==> src/rtl/username_pkg.sv <==
// Shared definitions for the username character stream (transmitter and recognizer).
// ASCII constants, character-class helpers and FSM state encoding.
package username_pkg;

   localparam logic [7:0] CH_DOT = 8'h2E;
   localparam logic [7:0] CH_0   = 8'h30;
   localparam logic [7:0] CH_9   = 8'h39;
   localparam logic [7:0] CH_a   = 8'h61;
   localparam logic [7:0] CH_z   = 8'h7A;
   localparam logic [7:0] CH_A   = 8'h41;
   localparam logic [7:0] CH_Z   = 8'h5A;

   localparam logic [2:0] IDLE = 3'd0;
   localparam logic [2:0] CONV = 3'd1;
   localparam logic [2:0] LET  = 3'd2;
   localparam logic [2:0] DOT  = 3'd3;
   localparam logic [2:0] DIG  = 3'd4;

   function automatic logic is_letter(input logic [7:0] c);
      return ((c >= CH_a) && (c <= CH_z)) || ((c >= CH_A) && (c <= CH_Z));
   endfunction

   function automatic logic is_digit(input logic [7:0] c);
      return (c >= CH_0) && (c <= CH_9);
   endfunction

endpackage

==> src/rtl/username_tx_bin2bcd.sv <==
// Iterative binary-to-BCD converter (shift/add-3), one bit per cycle.
// o_done pulses for one cycle after exactly NUM_W shift steps; o_bcd then holds until next load.
module bin2bcd #(
   parameter int NUM_W  = 16,
   parameter int DIGITS = 5
) (
   input  logic                  i_clk,
   input  logic                  i_reset,
   input  logic                  i_load,
   input  logic [NUM_W-1:0]      i_bin,
   output logic                  o_done,
   output logic [4*DIGITS-1:0]   o_bcd
);

   localparam int CW = $clog2(NUM_W + 1);

   logic [NUM_W-1:0]    r_bin;
   logic [4*DIGITS-1:0] r_bcd;
   logic [4*DIGITS-1:0] w_adj;
   logic [CW-1:0]       r_cnt;
   logic                r_active;
   logic                r_done;

   function automatic logic [3:0] add3(input logic [3:0] d);
      return (d >= 4'd5) ? (d + 4'd3) : d;
   endfunction

   // Per-digit add-3 correction applied before each shift.
   always_comb begin
      w_adj = '0;
      for (int d = 0; d < DIGITS; d++) begin
         w_adj[4*d +: 4] = add3(r_bcd[4*d +: 4]);
      end
   end

   // Shift engine and step counter.
   always_ff @(posedge i_clk) begin
      if (!i_reset) begin
         r_bin    <= '0;
         r_bcd    <= '0;
         r_cnt    <= '0;
         r_active <= 1'b0;
         r_done   <= 1'b0;
      end else begin
         r_done <= 1'b0;
         if (i_load) begin
            r_bin    <= i_bin;
            r_bcd    <= '0;
            r_cnt    <= '0;
            r_active <= 1'b1;
         end else if (r_active) begin
            {r_bcd, r_bin} <= {w_adj[4*DIGITS-2:0], r_bin, 1'b0};
            r_cnt          <= r_cnt + CW'(1);
            if (r_cnt == CW'(NUM_W - 1)) begin
               r_active <= 1'b0;
               r_done   <= 1'b1;
            end else begin
               r_active <= 1'b1;
            end
         end else begin
            r_active <= 1'b0;
         end
      end
   end

   assign o_done = r_done;
   assign o_bcd  = r_bcd;

endmodule

==> src/rtl/username_tx.sv <==
// Username stream transmitter: sends buffered letters, '.', then a number in decimal
// without leading zeros over a valid/ready handshake.
module username_tx #(
   parameter int DEPTH  = 8,
   parameter int NUM_W  = 16,
   parameter int DIGITS = 5
) (
   input  logic             i_clk,
   input  logic             i_reset,
   input  logic             i_wr_en,
   input  logic [7:0]       i_wr_char,
   input  logic             i_start,
   input  logic [NUM_W-1:0] i_number,
   output logic             o_busy,
   output logic [7:0]       o_name,
   output logic             o_valid,
   input  logic             i_ready,
   output logic             o_last,
   output logic             o_err
);

   import username_pkg::*;

   localparam int CW = $clog2(DEPTH + 1);
   localparam int IW = (DEPTH > 1) ? $clog2(DEPTH) : 1;
   localparam int DW = (DIGITS > 1) ? $clog2(DIGITS) : 1;

   logic [2:0]          r_state;
   logic [7:0]          r_buf [DEPTH];
   logic [CW-1:0]       r_count;
   logic [IW-1:0]       r_idx;
   logic [DW-1:0]       r_dig;
   logic [7:0]          r_name;
   logic                r_valid;
   logic                r_last;
   logic                r_busy;
   logic                r_err;

   logic                w_start_ok;
   logic                w_wr_ok;
   logic                w_acc;
   logic                w_done;
   logic [4*DIGITS-1:0] w_bcd;
   logic [IW-1:0]       w_idx_nxt;
   logic [DW-1:0]       w_dig_m1;
   logic [3:0]          w_cur_dig;
   logic [3:0]          w_nxt_dig;
   logic                w_last_let;

   // Index of the most significant non-zero digit; zero when the value is zero.
   function automatic logic [DW-1:0] msd_index(input logic [4*DIGITS-1:0] b);
      logic [DW-1:0] k;
      k = '0;
      for (int d = 0; d < DIGITS; d++) begin
         if (b[4*d +: 4] != 4'd0) k = DW'(d);
         else                     k = k;
      end
      return k;
   endfunction

   assign w_start_ok = (r_state == IDLE) && i_start && (r_count != '0);
   assign w_wr_ok    = i_reset && (r_state == IDLE) && !i_start && i_wr_en &&
                       is_letter(i_wr_char) && (r_count < CW'(DEPTH));
   assign w_acc      = r_valid && i_ready;
   assign w_idx_nxt  = r_idx + IW'(1);
   assign w_dig_m1   = r_dig - DW'(1);
   assign w_last_let = ((CW'(r_idx) + CW'(1)) == r_count);

   bin2bcd #(
      .NUM_W  (NUM_W),
      .DIGITS (DIGITS)
   ) u_bin2bcd (
      .i_clk   (i_clk),
      .i_reset (i_reset),
      .i_load  (w_start_ok),
      .i_bin   (i_number),
      .o_done  (w_done),
      .o_bcd   (w_bcd)
   );

   // Select the current digit and the next lower one for the DIG sequence.
   always_comb begin
      w_cur_dig = 4'd0;
      w_nxt_dig = 4'd0;
      for (int d = 0; d < DIGITS; d++) begin
         if (DW'(d) == r_dig)    w_cur_dig = w_bcd[4*d +: 4];
         else                    w_cur_dig = w_cur_dig;
         if (DW'(d) == w_dig_m1) w_nxt_dig = w_bcd[4*d +: 4];
         else                    w_nxt_dig = w_nxt_dig;
      end
   end

   // Letter storage; only written with accepted letters while idle.
   always_ff @(posedge i_clk) begin
      if (w_wr_ok) begin
         r_buf[r_count[IW-1:0]] <= i_wr_char;
      end
   end

   // Control FSM, handshake registers and error pulse.
   always_ff @(posedge i_clk) begin
      if (!i_reset) begin
         r_state <= IDLE;
         r_count <= '0;
         r_idx   <= '0;
         r_dig   <= '0;
         r_name  <= 8'h00;
         r_valid <= 1'b0;
         r_last  <= 1'b0;
         r_busy  <= 1'b0;
         r_err   <= 1'b0;
      end else begin
         r_err <= 1'b0;
         case (r_state)
            IDLE: begin
               if (i_start) begin
                  if (r_count == '0) begin
                     r_err <= 1'b1;
                  end else begin
                     r_busy  <= 1'b1;
                     r_state <= CONV;
                     r_err   <= i_wr_en;
                  end
               end else if (i_wr_en) begin
                  if (w_wr_ok) r_count <= r_count + CW'(1);
                  else         r_err   <= 1'b1;
               end else begin
                  r_err <= 1'b0;
               end
            end
            CONV: begin
               r_err <= i_start || i_wr_en;
               if (w_done) begin
                  r_state <= LET;
                  r_idx   <= '0;
                  r_name  <= r_buf[0];
                  r_valid <= 1'b1;
                  r_dig   <= msd_index(w_bcd);
               end else begin
                  r_state <= CONV;
               end
            end
            LET: begin
               r_err <= i_start || i_wr_en;
               if (w_acc && w_last_let) begin
                  r_name  <= CH_DOT;
                  r_state <= DOT;
               end else if (w_acc) begin
                  r_idx  <= w_idx_nxt;
                  r_name <= r_buf[w_idx_nxt];
               end else begin
                  r_state <= LET;
               end
            end
            DOT: begin
               r_err <= i_start || i_wr_en;
               if (w_acc) begin
                  r_name  <= CH_0 + {4'h0, w_cur_dig};
                  r_last  <= (r_dig == '0);
                  r_state <= DIG;
               end else begin
                  r_state <= DOT;
               end
            end
            DIG: begin
               r_err <= i_start || i_wr_en;
               if (w_acc && (r_dig == '0)) begin
                  r_valid <= 1'b0;
                  r_last  <= 1'b0;
                  r_busy  <= 1'b0;
                  r_count <= '0;
                  r_state <= IDLE;
               end else if (w_acc) begin
                  r_dig  <= w_dig_m1;
                  r_name <= CH_0 + {4'h0, w_nxt_dig};
                  r_last <= (r_dig == DW'(1));
               end else begin
                  r_state <= DIG;
               end
            end
            default: begin
               r_state <= IDLE;
               r_valid <= 1'b0;
               r_last  <= 1'b0;
               r_busy  <= 1'b0;
            end
         endcase
      end
   end

   assign o_busy  = r_busy;
   assign o_name  = r_name;
   assign o_valid = r_valid;
   assign o_last  = r_last;
   assign o_err   = r_err;

endmodule
==> config.mk <==
export PLATFORM = sky130hd
export DESIGN_NAME = username_tx
export DESIGN_NICKNAME = d
export VERILOG_FILES = /design/src/rtl/username_pkg.sv /design/src/rtl/username_tx_bin2bcd.sv /design/src/rtl/username_tx.sv
export SDC_FILE = /design/constraint.sdc
export NUM_CORES = 1
export LEC_CHECK = 0
export CAP_MARGIN = 10
export CORE_UTILIZATION = 54
export DETAILED_ROUTE_END_ITERATION = 6
export GPL_TIMING_DRIVEN = 0
export HOLD_SLACK_MARGIN = 0.12
export PLACE_DENSITY_LB_ADDON = 0.05
export REMOVE_ABC_BUFFERS = 1
export SYNTH_ARGS = -nofsm -noshare
export SYNTH_HDL_FRONTEND = slang
export SYNTH_HIERARCHICAL = 1
export SYNTH_SLANG_ARGS = --single-unit
==> constraint.sdc <==
create_clock -name i_clk -period 2.3 [get_ports i_clk]
set_input_delay 0.46 -clock i_clk [delete_from_list [all_inputs] [get_ports i_clk]]
set_output_delay 0.46 -clock i_clk [all_outputs]
set_load 0.05 [all_outputs]
# == Yosys cells after proc, flatten, opt, wreduce, memory -nomap -nowiden ==
# Memories as Yosys holds them, arrays and structs flattened.
# Index checks and enable logic that the tools add are counted.
# word_totals
output_inout_bits,12
wordCells,187
regBits,68
romBits,0
mem_bits_rw,64
latch_bits,0
inputBits,29
n_memories,1
# classes
eq_ne,31
reduce_logical,43
mux,71
n_addsub,12
n_shift,0
bitwise,5
mul,0
div_mod_pow,0
magnitude_cmp,10
# memory_table
memory,depth,width,read_ports,rd_clocked_by_memory_dff,write_ports,line_no,rtl
r_buf,8,8,2,0,1,username_tx.sv:29,logic [7:0] r_buf [DEPTH];
# op_table
operator,count
two-way mux 4 bit,18
two-way mux 3 bit,17
two-way mux 8 bit,6
two-way mux 16 bit,2
case mux 8 bit (4 select lines),1
nonzero test 4 bit,6
"!= test 2 bit, second input constant",11
">= comparator 4 x 3 -> 1 bit, second input constant",5
two-way mux 1 bit,18
"adder 4 x 2 -> 4 bit, second input constant",4
">= comparator 8 x 7 -> 1 bit, second input constant",2
"<= comparator 8 x 7 -> 1 bit, second input constant",2
AND reduction 4 bit,4
case mux 3 bit (5 select lines),1
"adder 6 x 4 -> 7 bit, first input constant",2
"equality test 2 x 3 -> 1 bit, first input constant",4
logical AND 1 bit,12
"!= test 3 bit, second input constant",4
case mux 3 bit (2 select lines),2
OR reduction 3 bit,4
logical NOT 3 bit,3
case mux 1 bit (3 select lines),3
case mux 4 bit (2 select lines),1
nonzero test 2 bit,4
26 further kinds,36

# == Depth between registers and ports, before layout ==
# Gate-level depths: netlist of run 1.
# depth
depth_word,11
depth_mapped,10
mapped_depth_nobuf,8

# == By module ==
# The synthesis of run 1 kept the hierarchy.
# modules_own_cells
module,seq_area_each_um2,cells_per_inst,n_inst,area_per_inst_um2
username_tx,2422.3,360,1,4379.2
bin2bcd,860.8,281,1,2418.6

# == Worst setup path after synthesis of run 1 ==
# OpenSTA, ideal clock, no wires.
# synth_path
kind,input -> register
from,input port i_start
to,memory r_buf[5][0] (enable)
setup_time_ns,0.385
required_ns,1.915
t_arrival_ns,1.826
path_slack_ns,0.089
path_buffers,0
stages,5
path_cell_list,nor4b_1 -> nand4_1 -> nor2_1 -> nand2_1 -> nor3b_1
# synth_between
elab_chain_cells,7
# synth_lines
item,line_no,rtl
"start, declared",username_tx.sv:12,"input logic i_start,"
logical NOT 1 bit,username_tx.sv:62,assign w_wr_ok = i_reset && (r_state == IDLE) && !i_start && i_wr_en &&
logical AND 1 bit (3 in series),username_tx.sv:62,
logical AND 1 bit,username_tx.sv:63,is_letter(i_wr_char) && (r_count < CW'(DEPTH));
two-way mux 1 bit,username_tx.sv:95,if (w_wr_ok) begin
two-way mux 1 bit (not written as such),username_tx.sv:96,r_buf[r_count[IW-1:0]] <= i_wr_char;
"end, declared",username_tx.sv:29,
# No other way between the ends.

# == Worst setup path after layout of run 1 ==
# layout_path
from,register r_state[1]
to,"register r_name[4], in the netlist o_name[4]"
# layout_between
elab_chain_cells,3
elab_cells_between_ends,12
cone_classes,9 x eq/ne; 1 x mux; 2 x reduce/logical
# layout_lines
item,line_no,rtl
"start, declared",username_tx.sv:28,logic [2:0] r_state;
"start signal, assigned",username_tx.sv:103,r_state <= IDLE;
"start signal, assigned",username_tx.sv:121,r_state <= CONV;
"start signal, assigned",username_tx.sv:134,r_state <= LET;
"equality test 3 x 2 -> 1 bit, or another cell as far along",username_tx.sv:114,case (r_state)
"!= test 3 bit (no line), or another cell as far along",-,
AND reduction 6 bit (no line),-,
"end signal, assigned",username_tx.sv:136,r_name <= r_buf[0];
"end signal, assigned",username_tx.sv:150,r_name <= r_buf[w_idx_nxt];
"end signal, assigned",username_tx.sv:158,"r_name <= CH_0 + {4'h0, w_cur_dig};"
"end, declared",username_tx.sv:33,logic [7:0] r_name;
# Parallel ways exist; a longest one is shown, timed or not.
# A chain may end at the register's enable or synchronous reset.

==> results.py, run 1 <==
metrics = {
    "worst_setup_path": {
        "reg2reg_depth": 5,
        "crit_required_ns": 2.62,
        "critical_path.max_fanout": 17,
        "endpoint": "o_name[4]$_SDFFE_PN0P_",
        "arrival_ns": 2.52,
        "crit_start": "r_state[1]$_SDFFE_PN0P_",
        "r2r_slack_ns": 0.09,
        "critPathCaptureType": "flip-flop",
        "critical_path_class": "flip-flop to flip-flop",
        "critPathLaunchType": "flip-flop",
        "r2r-end": "o_name[4]$_SDFFE_PN0P_",
        "timing.rr.start": "r_state[1]$_SDFFE_PN0P_",
    },
    "timing": {
        "setup_viol": 0,
        "min_period_ns": 2.206,
        "final_max_slew_viol_count": 0,
        "max_slew.worst_pin.slew_ns": 0.7011,
        "timing.fmax_ghz": 0.4533,
        "hold_viol_final": 0,
        "post-route-period-util": 0.9592,
        "skew_ns": 0.009171,
        "slew_headroom": 0.5326,
        "tns_ns": 0,
        "rsz0062_at_grt": "no",
    },
    "global_route": {
        "antenna_found_initial": 0,
        "grt_pass1_vias": 4873,
        "grt_util_met1": 0.2958,
        "gr-max-usage-layer": "met2",
        "grt_max_degree": 58,
        "grt_use_met2": 0.4012,
        "use_met3": 0.06988,
        "grt_pass1_wl_um": 24050,
        "grtUsageTotal": 0.2438,
        "grt_overflow": 0,
    },
    "floorplan": {
        "io_pins": 41,
        "die_area_um2": 13040,
        "num_rows": 40,
        "start_util": 0.5590,
        "die_h_um": 114.2,
        "core_area_um2": 12160,
        "die_w_um": 114.2,
    },
    "yosys": {
        "yosysWarnings": 6,
        "ys_seq_area_frac": 0.4830,
        "synth_top_area_share": 0.2827,
        "synth_flop_cell": "dfxtp_1",
        "netlist_instances": 641,
        "yosys-top-cells-area": "edfxtp_1 (28%), dfxtp_1 (20%), mux4_2 (5.3%), nand2_1 (4.3%), mux2i_1 (3.8%)",
        "synth_top_cell_by_area": "edfxtp_1",
        "syn_area_um2": 6798,
        "synth_edf_count": 64,
        "ys_ff_latch": 132,
        "syn_avg_cell_area_um2": 10.60,
        "synthArstFlopShare": 0,
        "synth_cell_types": 71,
    },
    "clock_network": {
        "clkTransAtPathRegs_ns": 0.06,
        "cts.sinks": 132,
        "cts_buffers": 17,
        "cts_root_buf": "clkbuf_16",
        "htreeDepth": 4,
        "cts_buffer_depth": 2,
        "tritoncts": "yes",
        "clock_latency_ns": 0.43,
    },
    "placed_design": {
        "dp_hpwl_um": 9634,
        "globalplace.congestion": 0.8098,
        "placed_cell_area_um2": 7223,
        "io_buffers": 40,
    },
    "drt": {
        "drt_first_pass_iters": 5,
        "viasPerCell": 5.914,
        "drt_iter0_drc": 331,
        "vias": 5062,
        "routedWlPerCell_um": 17.75,
        "drc": 0,
        "ant_nets": 0,
        "routed_wl_um": 15190,
    },
    "finish": {
        "syn_to_final_growth_pct": 18.94,
        "n_antenna_cell": 0,
        "fin_util": 0.6648,
        "design_area_um2": 8085,
        "nFillCells": 924,
        "finalNetCount": 724,
        "drive_gt1_frac": 0.1468,
    },
    "power": {
        "combPwrFrac": 0.029,
        "p_int_mw": 4.160,
        "seqPwrFrac": 0.462,
        "ir_worst_vdd_mv": 0.9172,
        "p_sw_frac": 0.2254,
        "powerDensity_nw_per_um2": 664.2,
        "p_leak_nw": 2.594,
        "clkPwrFrac": 0.509,
        "switchingPower_mw": 1.210,
    },
    "worst_hold_path": {
        "holdPathStages": 1,
        "hp-class": "input pin to flip-flop",
    },
    "run": {
        "maxCapViolCount": 0,
    },
    "outcome": {
        "outcome": "finished clean",
    },
}
## how the worst min path moves through the flow
stage,start,end,slack [ns]
6_report,i_wr_char[0],r_buf[2][0]$_DFFE_PP_,0.46
5_1_grt,i_wr_char[0],r_buf[2][0]$_DFFE_PP_,0.46
4_1_cts,u_bin2bcd/r_cnt[4]$_SDFFE_PP0P_,u_bin2bcd/r_cnt[4]$_SDFFE_PP0P_,0.49
3_5_place_dp,u_bin2bcd/r_cnt[4]$_SDFFE_PP0P_,u_bin2bcd/r_cnt[4]$_SDFFE_PP0P_,0.48
3_3_place_gp,u_bin2bcd/r_cnt[4]$_SDFFE_PP0P_,u_bin2bcd/r_cnt[4]$_SDFFE_PP0P_,0.48
2_1_floorplan,u_bin2bcd/r_bin[15]$_SDFFE_PN0P_,u_bin2bcd/o_bcd[0]$_SDFFE_PP0P_,0.46
## stage by stage
stage          hold WS, ns  std cells  power, mW  worst slack (ns)
3_5_place_dp        0.4825        815      2.684            -1.357
6_report            0.4551        856      5.370           0.09378
4_1_cts             0.4907        852      5.413          -0.02808
5_1_grt             0.4555        856      5.530          0.007216
2_1_floorplan       0.4642        602      2.587           -0.3586
3_3_place_gp        0.4797        810      2.679            -1.849
## synthesized netlist by cell type (all sizes together) (9+ instances only)
| cell | number |
|---|---|
| or4 | 9 |
| buf | 25 |
| nor2 | 28 |
| nand2b | 14 |
| dfxtp | 68 |
| mux2i | 26 |
| nand3 | 19 |
| o21ai | 44 |
| and2 | 17 |
| inv | 20 |
| a21oi | 35 |
| a31oi | 12 |
| a221oi | 10 |
| clkbuf | 14 |
| ha | 20 |
| edfxtp | 64 |
| mux4 | 16 |
| nand2 | 77 |
| nor2b | 13 |
## what timing repair did
item / in CTS / in global routing
gates resized for setup: 29 / 21
cloned: 0 / 1
buffers inserted: 5 / 3
hold buffers: 0 / 0
pin swaps: 3 / 0
setup endpoints to repair: 122 / 76
## final cells by class
class                      instances  area, um2  area share
inverter                          20      75.07    0.009285
timing repair buffer              53      541.8     0.06701
tap                              168      210.2     0.02600
sequential                       132       3291      0.4070
multi-input combinational        451       3373      0.4172
clock inverter                    15      168.9     0.02089
clock buffer                      17      425.4     0.05262
## power groups by stage
| stage | sequential [mW] | clock [mW] | combinational (mW) |
|---|---|---|---|
| global placement | 2.54 | 0 | 0.143 |
| CTS | 2.48 | 2.78 | 0.152 |
| finish | 2.48 | 2.73 | 0.155 |
| detailed placement | 2.53 | 0 | 0.151 |
| global route | 2.48 | 2.88 | 0.169 |
| floorplan | 2.54 | 0 | 0.0490 |
## flip-flops by register name (all words and copies together) (netlist names)
name	cells
u_bin2bcd/o_bcd	20
o_name	8
u_bin2bcd/r_active	1
u_bin2bcd/o_done	1
u_bin2bcd/r_cnt	5
o_last	1
o_busy	1
r_buf	64
r_dig	3
r_idx	3
o_err	1
o_valid	1
u_bin2bcd/r_bin	16
r_state	3
r_count	4
## placed cells by master, fill, tap and decap left out, drive strengths merged, types with 12 or more instances in the layout
| cell | count |
|---|---|
| and2 | 17 |
| buf | 12 |
| clkbuf | 19 |
| nand2 | 77 |
| mux2i | 26 |
| ha | 20 |
| o21ai | 44 |
| mux4 | 16 |
| a31oi | 12 |
| nor2b | 13 |
| dfxtp | 68 |
| nor2 | 28 |
| inv | 27 |
| a21oi | 35 |
| clkdlybuf4s50 | 33 |
| nand3 | 19 |
| nand2b | 15 |
| edfxtp | 64 |
## worst max-delay path, stage by stage, from the launching register on
cell and delay (ns):
dfxtp_1 0.52, nor2_1 0.32, nand2_1 0.29, o32ai_4 0.55, o2111ai_1 0.18, o221a_1 0.23
## routing by layer
metal	part of all wire	vias to the layer above	routed length, um
li1	-	2473	-
met4	0.023	0	354
met2	0.49	135	7439
met5	0	-	0
met1	0.44	2419	6675
met3	0.048	35	723
## cells by family (layout without fill, tap and decap cells)
| family | after synthesis | after routing | share of synthesized area |
|---|---|---|---|
| compound gates | 157 | 157 | 0.1572 |
| flops | 132 | 132 | 0.4830 |
| mux | 43 | 43 | 0.09295 |
| xor+xnor | 9 | 9 | 0.01270 |
| buf+inv | 59 | 105 | 0.04583 |
| fa+ha+maj | 20 | 20 | 0.03681 |
| simple gates | 221 | 222 | 0.1715 |
Power figures use the tool's default switching activity.
==> run 2: changes to the inputs <==
- ABC_CLOCK_PERIOD_IN_PS: not set -> 2300
- CELL_PAD_IN_SITES_DETAIL_PLACEMENT: not set -> 0
- CELL_PAD_IN_SITES_GLOBAL_PLACEMENT: not set -> 1
- CORE_UTILIZATION: 54 -> 43
==> run 2 against run 1 <==
- wire length up 4.6%
- register-to-register slack better by 0.08 ns
- non-clock buffer count up 3
- combinational power up 6%
- highest routed layer unchanged
- first-iteration DRC count down 14%
- via count down 0.63%
- final cell count up 5.5%
- setup slack better by 0.033 ns
- clock-buffer cell count up 2
- critical path depth up 2
==> results.py, run 2 (synthesized netlist as in run 1, its figures left out) <==
metrics = {
    "outcome": {
        "outcome": "finished clean",
    },
    "timing": {
        "rsz0062_at_grt": "no",
        "whs_ns": 0.4633,
        "min_period_ns": 2.173,
        "post-route-period-util": 0.9448,
        "tns_ns": 0,
        "slew_headroom": 0.4676,
        "max_slew.worst_pin.slew_ns": 0.7986,
        "skew_ns": 0.01241,
        "hold_viol_final": 0,
        "final.setup.worst_slack_ns": 0.1269,
        "setup_viol": 0,
        "timing.fmax_ghz": 0.4602,
        "final_max_slew_viol_count": 0,
    },
    "clock_network": {
        "cts_buffer_depth": 2,
        "clock_latency_ns": 0.43,
        "htreeDepth": 4,
        "cts_hold_buf": 0,
        "tritoncts": "yes",
        "cts_root_buf": "clkbuf_16",
        "cts.sinks": 132,
        "clkTransAtPathRegs_ns": 0.06,
        "cts_buffers": 17,
    },
    "floorplan": {
        "die_h_um": 127.7,
        "die_w_um": 127.7,
        "die_area_um2": 16320,
        "num_rows": 45,
        "io_pins": 41,
        "core_area_um2": 15310,
        "start_util": 0.4439,
    },
    "worst_setup_path": {
        "critical_path_class": "input pin to flip-flop",
        "crit_chain": "clkdlybuf4s50_1 -> a21oi_1 -> o22ai_4 -> nor2_4 -> nand2_2 -> nor3b_4 -> clkbuf_4",
        "cp_slowest_cell": "clkdlybuf4s50_1",
        "crit_required_ns": 2.44,
        "critPathLaunchType": "input pin",
        "critical_path.max_fanout": 10,
        "arrival_ns": 2.31,
        "critPathCaptureType": "flip-flop",
        "cp_slowest_stage_delay_ns": 0.55,
    },
    "finish": {
        "finalNetCount": 728,
        "n_antenna_cell": 0,
        "drive_gt1_frac": 0.1517,
        "largest_reg_flops": 64,
        "fin_cells": 903,
        "final_common_cell": "nand2_1",
        "nFillCells": 1381,
        "syn_to_final_growth_pct": 21.15,
        "layout_common_cells": "nand2_1 (75), edfxtp_1 (64), dfxtp_1 (62)",
    },
    "worst_hold_path": {
        "hp-class": "input pin to flip-flop",
    },
    "global_route": {
        "grtUsageTotal": 0.2037,
        "grt_max_degree": 46,
        "grt_pass1_vias": 4907,
        "grt_pass1_wl_um": 25500,
        "grt_overflow": 0,
        "antenna_found_initial": 0,
    },
    "drt": {
        "viasPerCell": 5.570,
        "ant_nets": 0,
        "routedWlPerCell_um": 17.60,
        "routed_wl_um": 15900,
        "vias": 5030,
        "drt_first_pass_iters": 4,
        "drt_iter0_drc": 285,
        "drc": 0,
    },
    "run": {
        "maxCapViolCount": 0,
    },
    "placed_design": {
        "dp.cells": 857,
        "io_buffers": 40,
        "pre_cts_slack_ns": -1.254,
        "globalplace.congestion": 0.7880,
        "dp_hpwl_um": 10520,
    },
    "power": {
        "p_leak_nw": 2.612,
        "ir_worst_vdd_mv": 0.6752,
        "powerDensity_nw_per_um2": 647.8,
    },
}
## run 2: cell types whose count changed in the layout (fill, tap and decap cells not counted), sizes merged
cell / before / now
clkbuf: 19 / 21
clkinvlp: 3 / 2
clkinv: 3 / 4
and3: 4 / 5
dlymetal6s2s: 4 / 2
dlygate4sd2: 2 / 4
inv: 27 / 25
buf: 12 / 15
## run 2: path summary, 6_finish.rpt
path / from / end / slack, ns / cells after the start
worst min-delay path: i_wr_char[4] / r_buf[6][4]$_DFFE_PP_ / 0.46 / 1
worst max register to register: r_dig[0]$_SDFFE_PN0P_ / r_dig[1]$_SDFFE_PN0P_ / 0.17 / 8
worst min register to register: o_name[0]$_SDFFE_PN0P_ / o_name[0]$_SDFFE_PN0P_ / 0.50 / 2
worst max-delay path: i_wr_char[0] / r_buf[4][5]$_DFFE_PP_ / 0.13 / 7
## run 2: repair_timing
| item | in CTS | in global routing |
|---|---|---|
| setup buffers | 8 | 4 |
| setup endpoints to repair | 122 | 80 |
| cloned | 0 | 2 |
| endpoints found under the hold margin | 0 | 0 |
| gates resized for setup | 34 | 19 |
| pin swaps | 6 | 4 |
## run 2: layout make-up
type / count / area, um2 / area share
well taps: 211 / 264.0 / 0.03206
inverters: 20 / 75.07 / 0.009116
repair buffers: 56 / 618.1 / 0.07505
multi-input cells: 452 / 3400 / 0.4128
flip-flops and latches: 132 / 3296 / 0.4002
clock inverters: 13 / 150.1 / 0.01823
clock buffers: 19 / 432.9 / 0.05257
## run 2: per-stage QoR
| stage | utilization | area [um2] | total power, mW |
|---|---|---|---|
| 5_1_grt | 0.5377 | 8235 | 5.500 |
| 3_5_place_dp | 0.4763 | 7295 | 2.694 |
| 6_report | 0.5377 | 8235 | 5.335 |
| 4_1_cts | 0.5290 | 8102 | 5.382 |
| 2_1_floorplan | - | 6561 | 2.587 |
| 3_3_place_gp | 0.4718 | 7226 | 2.684 |
## run 2: power by group
| part | internal (mW) | switching, mW | total, mW | leakage, nW |
|---|---|---|---|---|
| clock | 1.61 | 1.07 | 2.69 | 0.279 |
| combinational | 0.0744 | 0.0908 | 0.165 | 1.21 |
| sequential | 2.47 | 0.0142 | 2.48 | 1.13 |
## run 2: metal layers
layer	track usage	share of wire	vias up
li1	-	-	2481
met1	0.2537	0.45	2452
met2	0.3456	0.51	75
met3	0.04508	0.028	22
met4	0.07751	0.016	0
met5	0	0	-
## run 2: worst max-delay path, delay by kind of cell
kind	cells	cell delay [ns]
compound gates	2	0.48
buf+inv	2	0.78
simple gates	3	0.58
==> run 3: changes to the inputs <==
- CORE_UTILIZATION: 43 -> 41
==> run 3 against run 2 <==
- critical path type is now flip-flop to flip-flop
- hold slack better by 0.0011 ns
- flip-flop and latch count stayed put
- core utilization is 2.0 points lower
- via count is 0.18% lower
- setup slack better by 0.027 ns
- sequential share of layout area is 0.40 points lower
- wire length is 1.6% lower
- final cell count is 0.44% higher
- fmax is 1.2% higher
- total power is 6.6% higher
- die area is 4.8% higher
- largest cell class unchanged
==> results.py, run 3 (synthesized netlist as in run 1, its figures left out) <==
metrics = {
    "placed_design": {
        "pre_cts_slack_ns": -1.287,
        "globalplace.congestion": 0.7994,
        "dp_hpwl_um": 10450,
        "io_buffers": 40,
    },
    "worst_hold_path": {
        "holdPathStages": 1,
        "hp-class": "input pin to flip-flop",
    },
    "finish": {
        "nFillCells": 1452,
        "fin_util": 0.5180,
        "drive_gt1_frac": 0.1548,
        "layout_common_cells": "nand2_1 (75), edfxtp_1 (64), dfxtp_1 (62)",
        "multi_input_area_um2": 3395,
        "final_common_cell": "nand2_1",
        "n_antenna_cell": 0,
        "seq_area_um2": 3296,
        "largest_reg_flops": 64,
        "syn_to_final_growth_pct": 22.36,
        "finalNetCount": 727,
    },
    "drt": {
        "routed_wl_um": 15650,
        "drt_first_pass_iters": 4,
        "drt_iter0_drc": 239,
        "ant_nets": 0,
        "routedWlPerCell_um": 17.25,
        "drc": 0,
        "viasPerCell": 5.536,
        "vias": 5021,
    },
    "worst_setup_path": {
        "cp_slowest_cell": "dfxtp_1",
        "critPathCaptureType": "flip-flop",
        "reg2reg_depth": 6,
        "crit_required_ns": 2.42,
        "cp_slowest_stage_delay_ns": 0.46,
        "critical_path.max_fanout": 12,
        "critical_path_depth": 6,
        "crit_chain": "nor3_4 -> nand4_1 -> nor2_4 -> nand2_2 -> nor3b_4 -> buf_2",
        "critPathLaunchType": "flip-flop",
        "critical_path_class": "flip-flop to flip-flop",
        "arrival_ns": 2.26,
        "crit_family": "simple AND/OR/NAND/NOR gates",
        "crit_buf_inv": 1,
    },
    "floorplan": {
        "core_area_um2": 16060,
        "io_pins": 41,
        "die_w_um": 130.8,
        "die_area_um2": 17100,
        "num_rows": 46,
        "start_util": 0.4233,
        "die_h_um": 130.8,
    },
    "outcome": {
        "outcome": "finished clean",
    },
    "clock_network": {
        "cts_hold_buf": 0,
        "clkTransAtPathRegs_ns": 0.06,
        "cts.sinks": 132,
        "cts_root_buf": "clkbuf_16",
        "htreeDepth": 4,
        "cts_buffer_depth": 2,
        "tritoncts": "yes",
        "clock_latency_ns": 0.42,
        "cts_buffers": 17,
    },
    "power": {
        "ir_worst_vdd_mv": 0.7244,
        "p_leak_nw": 2.680,
        "powerDensity_nw_per_um2": 683.8,
    },
    "timing": {
        "timing.fmax_ghz": 0.4659,
        "slew_headroom": 0.5648,
        "post-route-period-util": 0.9332,
        "hold_viol_final": 0,
        "tns_ns": 0,
        "rsz0062_at_grt": "no",
        "setup_viol": 0,
        "final.setup.worst_slack_ns": 0.1537,
        "min_period_ns": 2.146,
        "whs_ns": 0.4644,
        "max_slew.worst_pin.slew_ns": 0.6523,
        "final_max_slew_viol_count": 0,
        "skew_ns": 0.007567,
    },
    "global_route": {
        "grt_overflow": 0,
        "grt_pass1_vias": 4760,
        "grt_pass1_wl_um": 24830,
        "grtUsageTotal": 0.1934,
        "antenna_found_initial": 0,
        "grt_max_degree": 60,
    },
    "run": {
        "maxCapViolCount": 0,
    },
}
[run 3: path summary, 6_finish.rpt]
path              slack [ns]                     from                     to
hold / removal          0.46             i_wr_char[4]  r_buf[2][4]$_DFFE_PP_
hold reg to reg         0.49      o_busy$_SDFFE_PN0P_    o_busy$_SDFFE_PN0P_
setup / recovery        0.15  r_state[0]$_SDFFE_PN0P_  r_buf[5][2]$_DFFE_PP_
setup reg to reg        0.15  r_state[0]$_SDFFE_PN0P_  r_buf[5][2]$_DFFE_PP_
[run 3: routing by layer]
layer,global-route usage,routed length [um],up-vias,part of all wire
met4,0.07370,288,0,0.018
met5,0,0,-,0
met2,0.3215,7781,67,0.50
li1,-,-,2476,-
met3,0.04520,438,18,0.028
met1,0.2446,7138,2460,0.46
[run 3: cell type report]
cell class,count,share of cell area
clock buffers,18,0.05280
clock inverters,14,0.02693
inverters,20,0.009025
multi-input cells,451,0.4081
flip-flops and latches,132,0.3962
well taps,216,0.03249
repair buffers,56,0.07446
[run 3: what timing repair did]
item | CTS | global route
setup buffers | 3 | 8
gates resized for setup | 34 | 20
pin swaps | 0 | 4
setup endpoints to repair | 122 | 71
gates cloned | 0 | 1
[run 3: per-stage QoR]
stage               area [um2]  total power [mW]  instances
detailed placement        7293             2.690        863
global placement          7232             2.685        858
CTS                       8124             5.740        898
finish                    8318             5.688        907
global route              8318             5.869        907
floorplan                 6561             2.587        602
[run 3: report_power, final]
| group | internal (mW) | total [mW] | switching (mW) | leakage [nW] |
|---|---|---|---|---|
| Clock | 1.97 | 3.04 | 1.08 | 0.327 |
| Sequential | 2.47 | 2.48 | 0.0131 | 1.13 |
| Combinational | 0.0733 | 0.162 | 0.0888 | 1.23 |
| Total | 4.51 | 5.69 | 1.18 | 2.68 |
